$ cat src/rtl/stack_seq_pkg.sv
// Shared encodings for the stack command sequencer.
// Optional feature macro: STACK_SEQ_SHADOW_CHECK_EN (see stack_alu_sequencer).
package stack_seq_pkg;

  localparam logic [2:0] STK_OP_NOP  = 3'b000;
  localparam logic [2:0] STK_OP_ADD  = 3'b100;
  localparam logic [2:0] STK_OP_MUL  = 3'b101;
  localparam logic [2:0] STK_OP_PUSH = 3'b110;
  localparam logic [2:0] STK_OP_POP  = 3'b111;

  localparam logic [1:0] CMD_PUSH = 2'b00;
  localparam logic [1:0] CMD_POP  = 2'b01;
  localparam logic [1:0] CMD_ADD  = 2'b10;
  localparam logic [1:0] CMD_MUL  = 2'b11;

  typedef enum logic [1:0] {
    IDLE,
    ISSUE,
    WAIT,
    RESP
  } seq_state_e;

  function automatic logic [2:0] map_op(input logic [1:0] op);
    logic [2:0] r;
    r = STK_OP_NOP;
    unique case (op)
      CMD_PUSH: r = STK_OP_PUSH;
      CMD_POP:  r = STK_OP_POP;
      CMD_ADD:  r = STK_OP_ADD;
      CMD_MUL:  r = STK_OP_MUL;
    endcase
    return r;
  endfunction

endpackage

$ cat src/rtl/stack_seq_if.sv
// Command/response valid-ready channels of the stack sequencer.
// Optional feature macro: STACK_SEQ_SHADOW_CHECK_EN (not used here).
interface stack_seq_if #(
  parameter int N = 4
);
  logic         cmd_valid;
  logic         cmd_ready;
  logic [1:0]   cmd_op;
  logic [N-1:0] cmd_data;
  logic         rsp_valid;
  logic         rsp_ready;
  logic [N-1:0] rsp_data;
  logic         rsp_overflow;
  logic         rsp_error;

  modport master (
    output cmd_valid, cmd_op, cmd_data,
    output rsp_ready,
    input  cmd_ready,
    input  rsp_valid, rsp_data,
    input  rsp_overflow, rsp_error
  );

  modport slave (
    input  cmd_valid, cmd_op, cmd_data,
    input  rsp_ready,
    output cmd_ready,
    output rsp_valid, rsp_data,
    output rsp_overflow, rsp_error
  );
endinterface

$ cat src/rtl/stack_seq_depth_tracker.sv
// Saturating 0..MAX_SIZE occupancy counter shadowing the stack.
// Optional feature macro: STACK_SEQ_SHADOW_CHECK_EN (not used here).
module stack_seq_depth_tracker #(
  parameter  int MAX_SIZE = 1024,
  localparam int DW = $clog2(MAX_SIZE + 1)
) (
  input  logic          clk,
  input  logic          rst_n,
  input  logic          inc_i,
  input  logic          dec_i,
  output logic [DW-1:0] count_o,
  output logic          full_o,
  output logic          empty_o,
  output logic          ge2_o
);

  logic [DW-1:0] count_q;
  logic [DW-1:0] count_d;

  assign full_o  = (count_q == DW'(MAX_SIZE));
  assign empty_o = (count_q == '0);
  assign ge2_o   = (count_q >= DW'(2));
  assign count_o = count_q;

  always_comb begin
    count_d = count_q;
    if (inc_i && !dec_i && !full_o)
      count_d = count_q + DW'(1);
    else if (dec_i && !inc_i && !empty_o)
      count_d = count_q - DW'(1);
  end

  always_ff @(posedge clk or negedge rst_n) begin
    if (!rst_n) count_q <= '0;
    else        count_q <= count_d;
  end

endmodule

$ cat src/rtl/stack_alu_sequencer.sv
// Turns push/pop/add/mul commands into timed stack opcodes.
// Define STACK_SEQ_SHADOW_CHECK_EN to reject commands using the shadow depth.
module stack_alu_sequencer
  import stack_seq_pkg::*;
#(
  parameter  int N        = 4,
  parameter  int MAX_SIZE = 1024,
  localparam int DW       = $clog2(MAX_SIZE + 1)
) (
  input  logic          clk,
  input  logic          rst,
  stack_seq_if.slave    bus,
  output logic [2:0]    stk_opcode,
  output logic [N-1:0]  stk_input_data,
  input  logic [N-1:0]  stk_output_data,
  input  logic          stk_overflow,
  input  logic          stk_success,
  output logic [DW-1:0] depth
);

  seq_state_e   state_q, state_d;
  logic [1:0]   op_q, op_d;
  logic [N-1:0] data_q, data_d;
  logic [N-1:0] rdata_q, rdata_d;
  logic         rovf_q, rovf_d;
  logic         rerr_q, rerr_d;
  logic         inc, dec;
  logic         full, empty, ge2;
  logic         reject;
  logic         cmd_ready, rsp_valid;

  stack_seq_depth_tracker #(
    .MAX_SIZE(MAX_SIZE)
  ) u_depth (
    .clk     (clk),
    .rst_n   (rst),
    .inc_i   (inc),
    .dec_i   (dec),
    .count_o (depth),
    .full_o  (full),
    .empty_o (empty),
    .ge2_o   (ge2)
  );

`ifdef STACK_SEQ_SHADOW_CHECK_EN
  always_comb begin
    reject = 1'b0;
    unique case (1'b1)
      (bus.cmd_op == CMD_PUSH): reject = full;
      (bus.cmd_op == CMD_POP):  reject = empty;
      default:                  reject = !ge2;
    endcase
  end
`else
  logic unused_flags;
  assign unused_flags = full ^ empty ^ ge2;
  assign reject = 1'b0;
`endif

  always_comb begin
    state_d        = state_q;
    op_d           = op_q;
    data_d         = data_q;
    rdata_d        = rdata_q;
    rovf_d         = rovf_q;
    rerr_d         = rerr_q;
    inc            = 1'b0;
    dec            = 1'b0;
    stk_opcode     = STK_OP_NOP;
    stk_input_data = '0;
    cmd_ready      = 1'b0;
    rsp_valid      = 1'b0;
    unique case (state_q)
      IDLE: begin
        cmd_ready = 1'b1;
        if (bus.cmd_valid) begin
          op_d   = bus.cmd_op;
          data_d = bus.cmd_data;
          if (reject) begin
            rdata_d = '0;
            rovf_d  = 1'b0;
            rerr_d  = 1'b1;
            state_d = RESP;
          end else begin
            state_d = ISSUE;
          end
        end
      end
      ISSUE: begin
        stk_opcode = map_op(op_q);
        if (op_q == CMD_PUSH)
          stk_input_data = data_q;
        state_d = WAIT;
      end
      WAIT: begin
        // stack outputs registered at end of ISSUE are stable here
        rdata_d = (op_q == CMD_PUSH) ? data_q
                                     : stk_output_data;
        rovf_d  = op_q[1] & stk_overflow;
        rerr_d  = !stk_success;
        inc     = stk_success && (op_q == CMD_PUSH);
        dec     = stk_success && (op_q == CMD_POP);
        state_d = RESP;
      end
      RESP: begin
        rsp_valid = 1'b1;
        if (bus.rsp_ready)
          state_d = IDLE;
      end
      default: state_d = IDLE;
    endcase
  end

  always_ff @(posedge clk or negedge rst) begin
    if (!rst) begin
      state_q <= IDLE;
      op_q    <= CMD_PUSH;
      data_q  <= '0;
      rdata_q <= '0;
      rovf_q  <= 1'b0;
      rerr_q  <= 1'b0;
    end else begin
      state_q <= state_d;
      op_q    <= op_d;
      data_q  <= data_d;
      rdata_q <= rdata_d;
      rovf_q  <= rovf_d;
      rerr_q  <= rerr_d;
    end
  end

  assign bus.cmd_ready    = cmd_ready;
  assign bus.rsp_valid    = rsp_valid;
  assign bus.rsp_data     = rdata_q;
  assign bus.rsp_overflow = rovf_q;
  assign bus.rsp_error    = rerr_q;

endmodule

$ cat src/flat_wrapper.sv
// flat-port wrapper written by rule: the top's interface ports become plain ports
module stack_alu_sequencer_flat import stack_seq_pkg::*;
#(
  parameter  int N        = 4,
  parameter  int MAX_SIZE = 1024,
  localparam int DW       = $clog2(MAX_SIZE + 1)
)
  (clk, rst, stk_opcode, stk_input_data, stk_output_data, stk_overflow, stk_success, depth, bus_cmd_valid, bus_cmd_op, bus_cmd_data, bus_rsp_ready, bus_cmd_ready, bus_rsp_valid, bus_rsp_data, bus_rsp_overflow, bus_rsp_error);
  stack_seq_if #(.N(N)) bus_i ();
  input  logic clk;
  input  logic rst;
  output logic [2:0] stk_opcode;
  output logic [N-1:0] stk_input_data;
  input  logic [N-1:0] stk_output_data;
  input  logic stk_overflow;
  input  logic stk_success;
  output logic [DW-1:0] depth;
  input wire logic [$bits(bus_i.cmd_valid)-1:0] bus_cmd_valid;
  input wire logic [$bits(bus_i.cmd_op)-1:0] bus_cmd_op;
  input wire logic [$bits(bus_i.cmd_data)-1:0] bus_cmd_data;
  input wire logic [$bits(bus_i.rsp_ready)-1:0] bus_rsp_ready;
  output wire logic [$bits(bus_i.cmd_ready)-1:0] bus_cmd_ready;
  output wire logic [$bits(bus_i.rsp_valid)-1:0] bus_rsp_valid;
  output wire logic [$bits(bus_i.rsp_data)-1:0] bus_rsp_data;
  output wire logic [$bits(bus_i.rsp_overflow)-1:0] bus_rsp_overflow;
  output wire logic [$bits(bus_i.rsp_error)-1:0] bus_rsp_error;
  assign bus_i.cmd_valid = bus_cmd_valid;
  assign bus_i.cmd_op = bus_cmd_op;
  assign bus_i.cmd_data = bus_cmd_data;
  assign bus_i.rsp_ready = bus_rsp_ready;
  assign bus_cmd_ready = bus_i.cmd_ready;
  assign bus_rsp_valid = bus_i.rsp_valid;
  assign bus_rsp_data = bus_i.rsp_data;
  assign bus_rsp_overflow = bus_i.rsp_overflow;
  assign bus_rsp_error = bus_i.rsp_error;
  stack_alu_sequencer #(.N(N), .MAX_SIZE(MAX_SIZE)) u_core (.clk(clk), .rst(rst), .bus(bus_i), .stk_opcode(stk_opcode), .stk_input_data(stk_input_data), .stk_output_data(stk_output_data), .stk_overflow(stk_overflow), .stk_success(stk_success), .depth(depth));
endmodule
$ cat config.mk
export PLATFORM = sky130hd
export DESIGN_NAME = stack_alu_sequencer_flat
export DESIGN_NICKNAME = d
export VERILOG_FILES = /design/src/rtl/stack_seq_pkg.sv /design/src/rtl/stack_seq_if.sv /design/src/rtl/stack_seq_depth_tracker.sv /design/src/rtl/stack_alu_sequencer.sv /design/src/flat_wrapper.sv
export SDC_FILE = /design/constraint.sdc
export NUM_CORES = 1
export LEC_CHECK = 0
export BUFFER_PORTS_ARGS = -buffer_cell sky130_fd_sc_hd__buf_2
export CORE_ASPECT_RATIO = 1.2
export CORE_MARGIN = 5
export CORE_UTILIZATION = 55
export CTS_BUF_LIST = sky130_fd_sc_hd__clkbuf_8 sky130_fd_sc_hd__clkbuf_16
export CTS_CLUSTER_DIAMETER = 100
export DETAILED_ROUTE_END_ITERATION = 12
export GPL_TIMING_DRIVEN = 0
export HOLD_SLACK_MARGIN = 0.12
export PLACE_DENSITY = 0.83
export SLEW_MARGIN = 20
export SYNTH_ARGS = -nofsm -noshare
export SYNTH_HDL_FRONTEND = slang
export SYNTH_SLANG_ARGS = --single-unit
$ cat constraint.sdc
create_clock -name clk -period 6.85 [get_ports clk]
set_input_delay 0.685 -clock clk [delete_from_list [all_inputs] [get_ports clk]]
set_output_delay 0.685 -clock clk [all_outputs]
set_load 0.01 [all_outputs]
==> impl_metrics.ini, run 1 <==
[drt]
firstDrtPassIters = 4
num_vias = 1237
ant_nets = 0
drc = 0
wl_per_cell_microns = 14.8
via_per_inst = 5.60
drt_iter0_markers = 43
wirelength_microns = 3260

[power_and_ir_drop]
p_seq_share_pct = 30.3
pwr-share-comb_pct = 60.7
p_sw_share_pct = 43.5
cellPowerDensity_nw_per_um2 = 525
p_clk_share_pct = 9.0
peakVddDrop_mv = 0.344
p_int_w = 0.000542
switchingPower_w = 0.000417
p_leak_nw = 0.908

[global_routing]
gr-total-overflow = 0
grt_pass1_vias = 1216
antenna_found_initial = 0
grt_max_degree = 26
grt_first_pass_wirelength_microns = 5580
grt_usage_pct = 18.5

[sta]
maxSlewViolCount = 0
setup_tns_ps = 0
relSlewSlack_pct = 60.0
rsz0062_at_grt = no
setup_slack_ps = 3490
finalCriticalPeriod_ps = 3360
period_share_pct = 49.1
tightest_slew_ps = 598
finalHoldViolations = 0
fin_skew_ps = 2.03
timing.fmax_ghz = 0.297
setup_violations = 0

[setup_path]
start_kind = flip-flop
cp.arrival_ps = 3520
critPathCaptureType = flip-flop
r2r_start = u_core.u_depth.count_o[5]
rrSetupSlack_ps = 3490
r2r_cells = 12
crit_fanout = 10
worst-setup-path-type = reg -> reg
cp.required_ps = 7010
r2r_end = u_core.u_depth.count_o[8]

[die]
pin_count = 42
dieArea_sq_um = 3950
core_sq_um = 2730
die_h_microns = 67.8
die_x_microns = 58.2
num_rows = 21
start_util_pct = 56.1

[cts]
path_clk_slew_ps = 80
cts-root-buf = clkbuf_8
clk_latency_ps = 270
cts_buffer_depth = 2
cts_setup_buffers = 0
post_cts_resized = 0
cts_made_buffers = 3
cts_hold_buffers = 0
cts_num_sinks = 25
cts_tree = done
htreeDepth = 1

[cells_and_area]
syn_to_final_growth_pct = 19.2
layout.cells.most_common = buf_2
num_antenna_cells = 0
n_fill_cell = 224
fin_area_sq_um = 1830
drive_gt1_share_pct = 30.5
layout_common_cells = 41 x buf_2, 25 x dfrtp_1, 13 x a21oi_1, 13 x ha_1, 9 x inv_1
final_util_pct = 66.8
fin_nets = 218

[synth]
synthFlopType = dfrtp_1
seq_area_frac_synth_pct = 40.8
syn_nets = 172
syn_area_per_cell_sq_um = 10.8
ys_ff_latch = 25
syn-cell-area_sq_um = 1530
synth_cells = 142
yosysTopAreaCellShare_pct = 40.8
yosysWarningCount = 0
synth_edf_count = 0
synthArstFlopShare_pct = 100
ys_types = 34
synth_top_cell_by_area = dfrtp_1
synth_area_leaders = dfrtp_1 41%, ha_1 11%, mux2_2 4.4%

[placed_design]
dpl-instance-area_sq_um = 1780
hpwlAfterDp_microns = 2550
port_buffers = 41
place_ws_ps = 3540
place.gp.congestion = 0.867

[run_status]
status = finished, final reports clean

[worst_hold_path]
min_path_type = in -> async

[job]
drv_cap = 0
-- sequential cells by signal, summed over array words and instances, names as in the netlist --
signal,flops
u_core.state_q,2
u_core.bus.rsp_data,4
u_core.op_q,2
u_core.data_q,4
u_core.bus.rsp_error,1
u_core.u_depth.count_o,11
u_core.bus.rsp_overflow,1
-- kinds of logic after synthesis --
group	after synthesis	synth area share (%)
and+or+nand+nor	34	11.8
AOI/OAI and AO/OA	28	11.4
DFF	25	40.8
muxes	19	14.5
adders and majority gates	14	11.9
xor gates and xnor gates	11	6.29
buffers and inverters	11	3.18
-- how the worst max path moves through the flow --
stage                              startpoint  cells after the start                          to
floorplan           u_core.u_depth.count_o[5]                     11   u_core.u_depth.count_o[9]
global placement    u_core.u_depth.count_o[5]                     12   u_core.u_depth.count_o[8]
detailed placement  u_core.u_depth.count_o[5]                     12   u_core.u_depth.count_o[8]
CTS                 u_core.u_depth.count_o[4]                     12   u_core.u_depth.count_o[8]
global route        u_core.u_depth.count_o[5]                     11  u_core.u_depth.count_o[10]
finish              u_core.u_depth.count_o[5]                     12   u_core.u_depth.count_o[8]
-- cells in the mapped netlist (all sizes together) (3+ instances only) --
| master | n |
|---|---|
| dfrtp | 25 |
| mux2 | 14 |
| a21oi | 13 |
| ha | 13 |
| inv | 9 |
| nor2 | 8 |
| nand2 | 7 |
| xnor2 | 6 |
| and3 | 5 |
| mux2i | 5 |
| xor2 | 5 |
| nor2b | 4 |
| nand3 | 3 |
| o21ai | 3 |
-- worst max-delay path, cell delays in order (launching register included) --
cell and delay, ps:
dfrtp_1 420, or4_1 570, nor4_2 270, nand2_1 80, nand2_1 310, inv_1 100
fa_1 410, nor2b_1 180, o2111ai_1 120, nand3_1 210, a21boi_0 140, xnor2_1 140
mux2_1 290
-- area by class of cell --
type	instances	area [sq um]	area share, %
repair buffers	41	205	11.2
multi-input cells	106	858	47.0
plain buffers	2	15.0	0.822
inverters	9	33.8	1.85
well taps	34	42.5	2.33
clock inverters	1	5.00	0.274
clock buffers	3	41.3	2.26
flip-flops and latches	25	626	34.2
-- metrics by stage --
stage | hold slack, ps | std cells | total power [W]
after CTS | 408 | 221 | 0.000967
after detailed placement | 512 | 217 | 0.000875
final | 399 | 221 | 0.000959
after global placement | 504 | 217 | 0.000842
after floorplan | 389 | 142 | 0.000709
after global routing | 432 | 221 | 0.00105
-- layer usage --
metal | up-vias | track usage, % | wire length [microns]
li1 | 596 | - | -
met4 | 0 | 6.96 | 50
met1 | 595 | 21.9 | 1320
met3 | 5 | 2.64 | 212
met2 | 41 | 33.6 | 1680
met5 | - | 0 | 0
-- power by group through the flow --
stage                     registers [W]  clock network (W)  logic, W
final                          0.000291          0.0000862  0.000582
after global placement         0.000288                  0  0.000554
after global routing           0.000305          0.0000977  0.000651
after floorplan                0.000303                  0  0.000406
after detailed placement       0.000295                  0  0.000580
after CTS                      0.000292          0.0000907  0.000584
Power figures use the tool's default switching activity.
==> run 2: changes to the inputs <==
CORE_UTILIZATION = 47   (was 55)
PLACE_DENSITY = 0.76   (was 0.83)
clock period = 2.79 ns   (was 6.85 ns; I/O delays follow)
==> impl_metrics.ini, run 2 (synthesis results as in run 1) <==
[run_status]
status = finished with violations
violations = setup timing

[sta]
fin_hold_ws_ps = 202
timing.fmax_ghz = 0.341
finalCriticalPeriod_ps = 2930
tightest_slew_ps = 594
relSlewSlack_pct = 60.3
fin_skew_ps = 6.98
finalHoldViolations = 0
setup_slack_ps = -141
rsz0062_at_grt = yes
setup_violations = 7
maxSlewViolCount = 0
period_share_pct = 105

[cells_and_area]
fin_area_sq_um = 2030
drive_gt1_share_pct = 43.1
syn_to_final_growth_pct = 32.2
finalNonFillerCells = 233
largest_reg_flops = 11
final_util_pct = 65.2
layout.cells.most_common = buf_2
layout_common_cells = 41 x buf_2, 25 x dfrtp_1, 10 x a21oi_1, 10 x ha_1, 9 x inv_1
n_fill_cell = 252
fin_nets = 228
num_antenna_cells = 0

[global_routing]
top_usage_layer = met2
antenna_found_initial = 0
use_met2_pct = 31.1
use_met3_pct = 3.72
grt_first_pass_wirelength_microns = 6320
grt_use_met1_pct = 19.7
grt_usage_pct = 17.2
grt_max_degree = 26
grt_pass1_vias = 1378
gr-total-overflow = 0

[drt]
drt_iter0_markers = 27
num_vias = 1277
via_per_inst = 5.48
wl_per_cell_microns = 15.6
ant_nets = 0
wirelength_microns = 3630
drc = 0
firstDrtPassIters = 2

[placed_design]
port_buffers = 41
place.gp.congestion = 0.852
placedCellCount = 219
place_ws_ps = -371
hpwlAfterDp_microns = 2540
dpl-instance-area_sq_um = 1820

[die]
core_sq_um = 3110
pin_count = 42
die_h_microns = 72.6
dieArea_sq_um = 4510
num_rows = 22
die_x_microns = 62.1
start_util_pct = 49.3

[setup_path]
cp.required_ps = 2940
crit_path_end = u_core.u_depth.count_o[8]
worst-setup-path-type = reg -> reg
r2r_start = u_core.u_depth.count_o[4]
cp.arrival_ps = 3080
critPathCaptureType = flip-flop
crit_fanout = 5
rrSetupSlack_ps = -140
r2r_end = u_core.u_depth.count_o[8]
r2r_cells = 12
startpoint = u_core.u_depth.count_o[4]
start_kind = flip-flop

[power_and_ir_drop]
p_leak_nw = 0.979
peakVddDrop_mv = 0.800
cellPowerDensity_nw_per_um2 = 1330

[cts]
cts_buffer_depth = 2
clk_latency_ps = 270
path_clk_slew_ps = 90
cts_num_sinks = 25
cts_made_buffers = 3
htreeDepth = 1
cts-root-buf = clkbuf_8
cts_tree = done

[worst_hold_path]
min_path_type = in -> reg

[job]
drv_cap = 0
[run 2: cell count changes in the layout (fill, tap and decap cells not counted), sizes merged]
cell	change
dlygate4sd3	+1
buf	+8
nand2	+1
[run 2: cell type report]
class | count | area [sq um] | area share (%)
clock inverter | 1 | 5.00 | 0.247
buffer | 2 | 15.0 | 0.741
tap | 36 | 45.0 | 2.22
clock buffer | 3 | 41.3 | 2.04
sequential | 25 | 626 | 30.9
inverter | 9 | 33.8 | 1.67
multi-input combinational | 107 | 986 | 48.6
timing repair buffer | 50 | 275 | 13.6
[run 2: per-layer routing]
metal	part of all wire, %	vias to the layer above
met2	51	36
met4	1.5	0
met5	0	-
li1	-	617
met3	5.4	6
met1	42	618
[run 2: worst min-delay path by stage]
stage,slack [ps],startpoint,cells after the start,end
floorplan,-20,rst,0,u_core.bus.rsp_data[0]
detailed placement,310,rst,1,u_core.bus.rsp_data[1]
global route,190,stk_success,2,u_core.bus.rsp_error
CTS,200,stk_success,2,u_core.bus.rsp_error
finish,200,stk_success,2,u_core.bus.rsp_error
global placement,300,rst,1,u_core.bus.rsp_data[2]
[run 2: worst max-delay path, stage by stage, from the launching register on]
cell and delay, ps:
dfrtp_1 400, or4_4 540, nor4_4 270, nand2_2 130, nand2_4 130, inv_1 70
fa_2 380, nor2b_4 140, o2111ai_2 110, nand3_2 130, a21boi_1 100, xnor2_1 130
mux2_1 290
[run 2: repair_timing]
item / 4_1_cts / 5_1_grt
pin swaps: 9 / 0
hold endpoints to repair: 25 / 0
gates resized for setup: 18 / 1
hold buffers: 1 / 0
setup buffers: 8 / 0
setup endpoints to repair: 7 / 7
gates cloned: 1 / 0
[run 2: where the power goes]
part           switching [W]  leakage (nW)  total [W]  internal, W
clock network       0.000114        0.0255   0.000214    0.0000999
registers           0.000178         0.294   0.000726     0.000548
logic               0.000874         0.659    0.00176     0.000886
[run 2: per-stage QoR]
stage / power, W / TNS (ps)
after detailed placement: 0.00219 / -1740
after global routing: 0.00293 / -1380
final: 0.00270 / -570
after global placement: 0.00212 / -1180
after CTS: 0.00268 / -394
after floorplan: 0.00178 / -200
==> run 3: changes to the inputs <==
BUFFER_PORTS_ARGS = -buffer_cell sky130_fd_sc_hd__clkbuf_2   (was -buffer_cell sky130_fd_sc_hd__buf_2)
PLACE_DENSITY = 0.84   (was 0.76)
SYNTH_HIERARCHICAL = 1   (was unset)
==> impl_metrics.ini, run 3 <==
[drt]
ant_nets = 0
drc = 0
wirelength_microns = 3670
firstDrtPassIters = 4
drt_iter0_markers = 42
via_per_inst = 5.48
num_vias = 1315
wl_per_cell_microns = 15.3

[cells_and_area]
largest_reg_flops = 11
num_antenna_cells = 0
finalNonFillerCells = 240
drive_gt1_share_pct = 39.4
fin_nets = 234
n_fill_cell = 278
syn_to_final_growth_pct = 28.5
layout.cells.most_common = clkbuf_2
final_util_pct = 61.8
layout_common_cells = 41 x clkbuf_2, 23 x dfrtp_1, 12 x nand2_1

[sta]
relSlewSlack_pct = 57.4
finalCriticalPeriod_ps = 2730
maxSlewViolCount = 0
period_share_pct = 97.9
tightest_slew_ps = 639
setup_slack_ps = 57.2
timing.fmax_ghz = 0.366
setup_violations = 0
rsz0062_at_grt = yes
finalHoldViolations = 0
fin_skew_ps = 4.03
setup_tns_ps = 0

[setup_path]
start_kind = flip-flop
crit_fanout = 5
cp_top_family = compound AO/OA/AOI/OAI gates
r2r_start = u_core/state_q[0]
critPathMaxStageDelay_ps = 420
r2r_end = u_core/u_depth/count_o[9]
path_cells = inv_1 > ha_4 > and3_2 > nor2b_4 > nand2b_4 > ha_1 > a21o_1 > a2111oi_1 > a21oi_1 > xnor2_1 > o21ai_0
critical_path_buf_inv_count = 1
cp.required_ps = 2930
slowest_stage = dfrtp_1
cp.arrival_ps = 2870
worst-setup-path-type = reg -> reg
r2r_cells = 11
rrSetupSlack_ps = 60
critPathCaptureType = flip-flop

[cts]
cts_tree = done
htreeDepth = 1
cts_made_buffers = 3
cts-root-buf = clkbuf_8
cts_buffer_depth = 2
clk_latency_ps = 260
path_clk_slew_ps = 80
cts_num_sinks = 25

[run_status]
status = finished, final reports clean

[synth]
yosysWarningCount = 6
syn_nets = 182
synth_cells = 152
syn_area_per_cell_sq_um = 10.4
syn-cell-area_sq_um = 1580

[worst_hold_path]
hold_path_end = u_core/bus.rsp_error
hp-start = stk_success
min_path_cells = 2
min_path_type = in -> reg

[placed_design]
place_ws_ps = -305
placedCellCount = 230
port_buffers = 41
hpwlAfterDp_microns = 2590
place.gp.congestion = 0.851

[die]
dieArea_sq_um = 4620
num_rows = 23
die_h_microns = 73.5
pin_count = 42
start_util_pct = 48.1
core_sq_um = 3280
die_x_microns = 62.9

[global_routing]
grt_max_degree = 26
gr-total-overflow = 0
grt_usage_pct = 15.3
antenna_found_initial = 0
grt_pass1_vias = 1288
grt_first_pass_wirelength_microns = 5780

[power_and_ir_drop]
cellPowerDensity_nw_per_um2 = 1260
p_leak_nw = 0.964
peakVddDrop_mv = 0.836

[job]
drv_cap = 0
-- run 3: worst reg2reg max path, cell delays in order (launching register included) --
cell	delay, ps
dfrtp_1	420
inv_1	130
ha_4	180
and3_2	220
nor2b_4	230
nand2b_4	110
ha_1	370
a21o_1	230
a2111oi_1	370
a21oi_1	140
xnor2_1	130
o21ai_0	80
-- run 3: worst max path at each step --
stage,end,start,slack (ps),depth (start not counted)
6_report,u_core/u_depth/count_o[9],u_core/state_q[0],60,11
5_1_grt,u_core/u_depth/count_o[10],u_core/u_depth/count_o[5],-100,11
4_1_cts,u_core/u_depth/count_o[8],u_core/state_q[0],2,11
3_5_place_dp,u_core/u_depth/count_o[10],u_core/state_q[0],-300,10
3_3_place_gp,u_core/u_depth/count_o[10],u_core/state_q[0],-270,10
2_1_floorplan,u_core/u_depth/count_o[10],u_core/state_q[0],60,10
-- run 3: final cells by class --
type	count	area, sq um	share of cell area [%]
buffer	2	18.8	0.925
inverter	6	22.5	1.11
timing repair buffer	46	245	12.1
multi-input combinational	120	1020	50.4
clock buffer	3	41.3	2.04
tap	37	46.3	2.28
sequential	25	628	31.0
clock inverter	1	3.75	0.185
-- run 3: power by group --
group          total, W  switching, W  internal [W]
sequential     0.000753      0.000210      0.000543
clock          0.000209      0.000111     0.0000982
combinational   0.00160      0.000796      0.000802
total           0.00256       0.00112       0.00144
-- run 3: repair_timing --
action                                  in CTS  in global routing
endpoints found under the setup margin       6                  6
hold buffers                                 1                  0
cloned                                       0                  1
hold endpoints to repair                    25                  0
buffers inserted                             1                  3
pin swaps                                    1                  4
resized for setup                            9                 12
-- run 3: stage by stage --
stage / hold slack [ps] / total power [W] / area [sq um]
3_5_place_dp: 333 / 0.00215 / 1840
4_1_cts: 219 / 0.00246 / 1960
5_1_grt: 234 / 0.00278 / 2030
3_3_place_gp: 326 / 0.00210 / 1840
2_1_floorplan: -16.6 / 0.00176 / 1590
6_report: 227 / 0.00256 / 2030
-- run 3: routing by layer --
| metal | GRT usage, % | wire length (microns) | vias to the layer above |
|---|---|---|---|
| li1 | - | - | 649 |
| met1 | 19.0 | 1580 | 614 |
| met2 | 26.7 | 1800 | 50 |
| met3 | 3.36 | 261 | 2 |
| met4 | 4.48 | 17 | 0 |
| met5 | 0 | 0 | - |
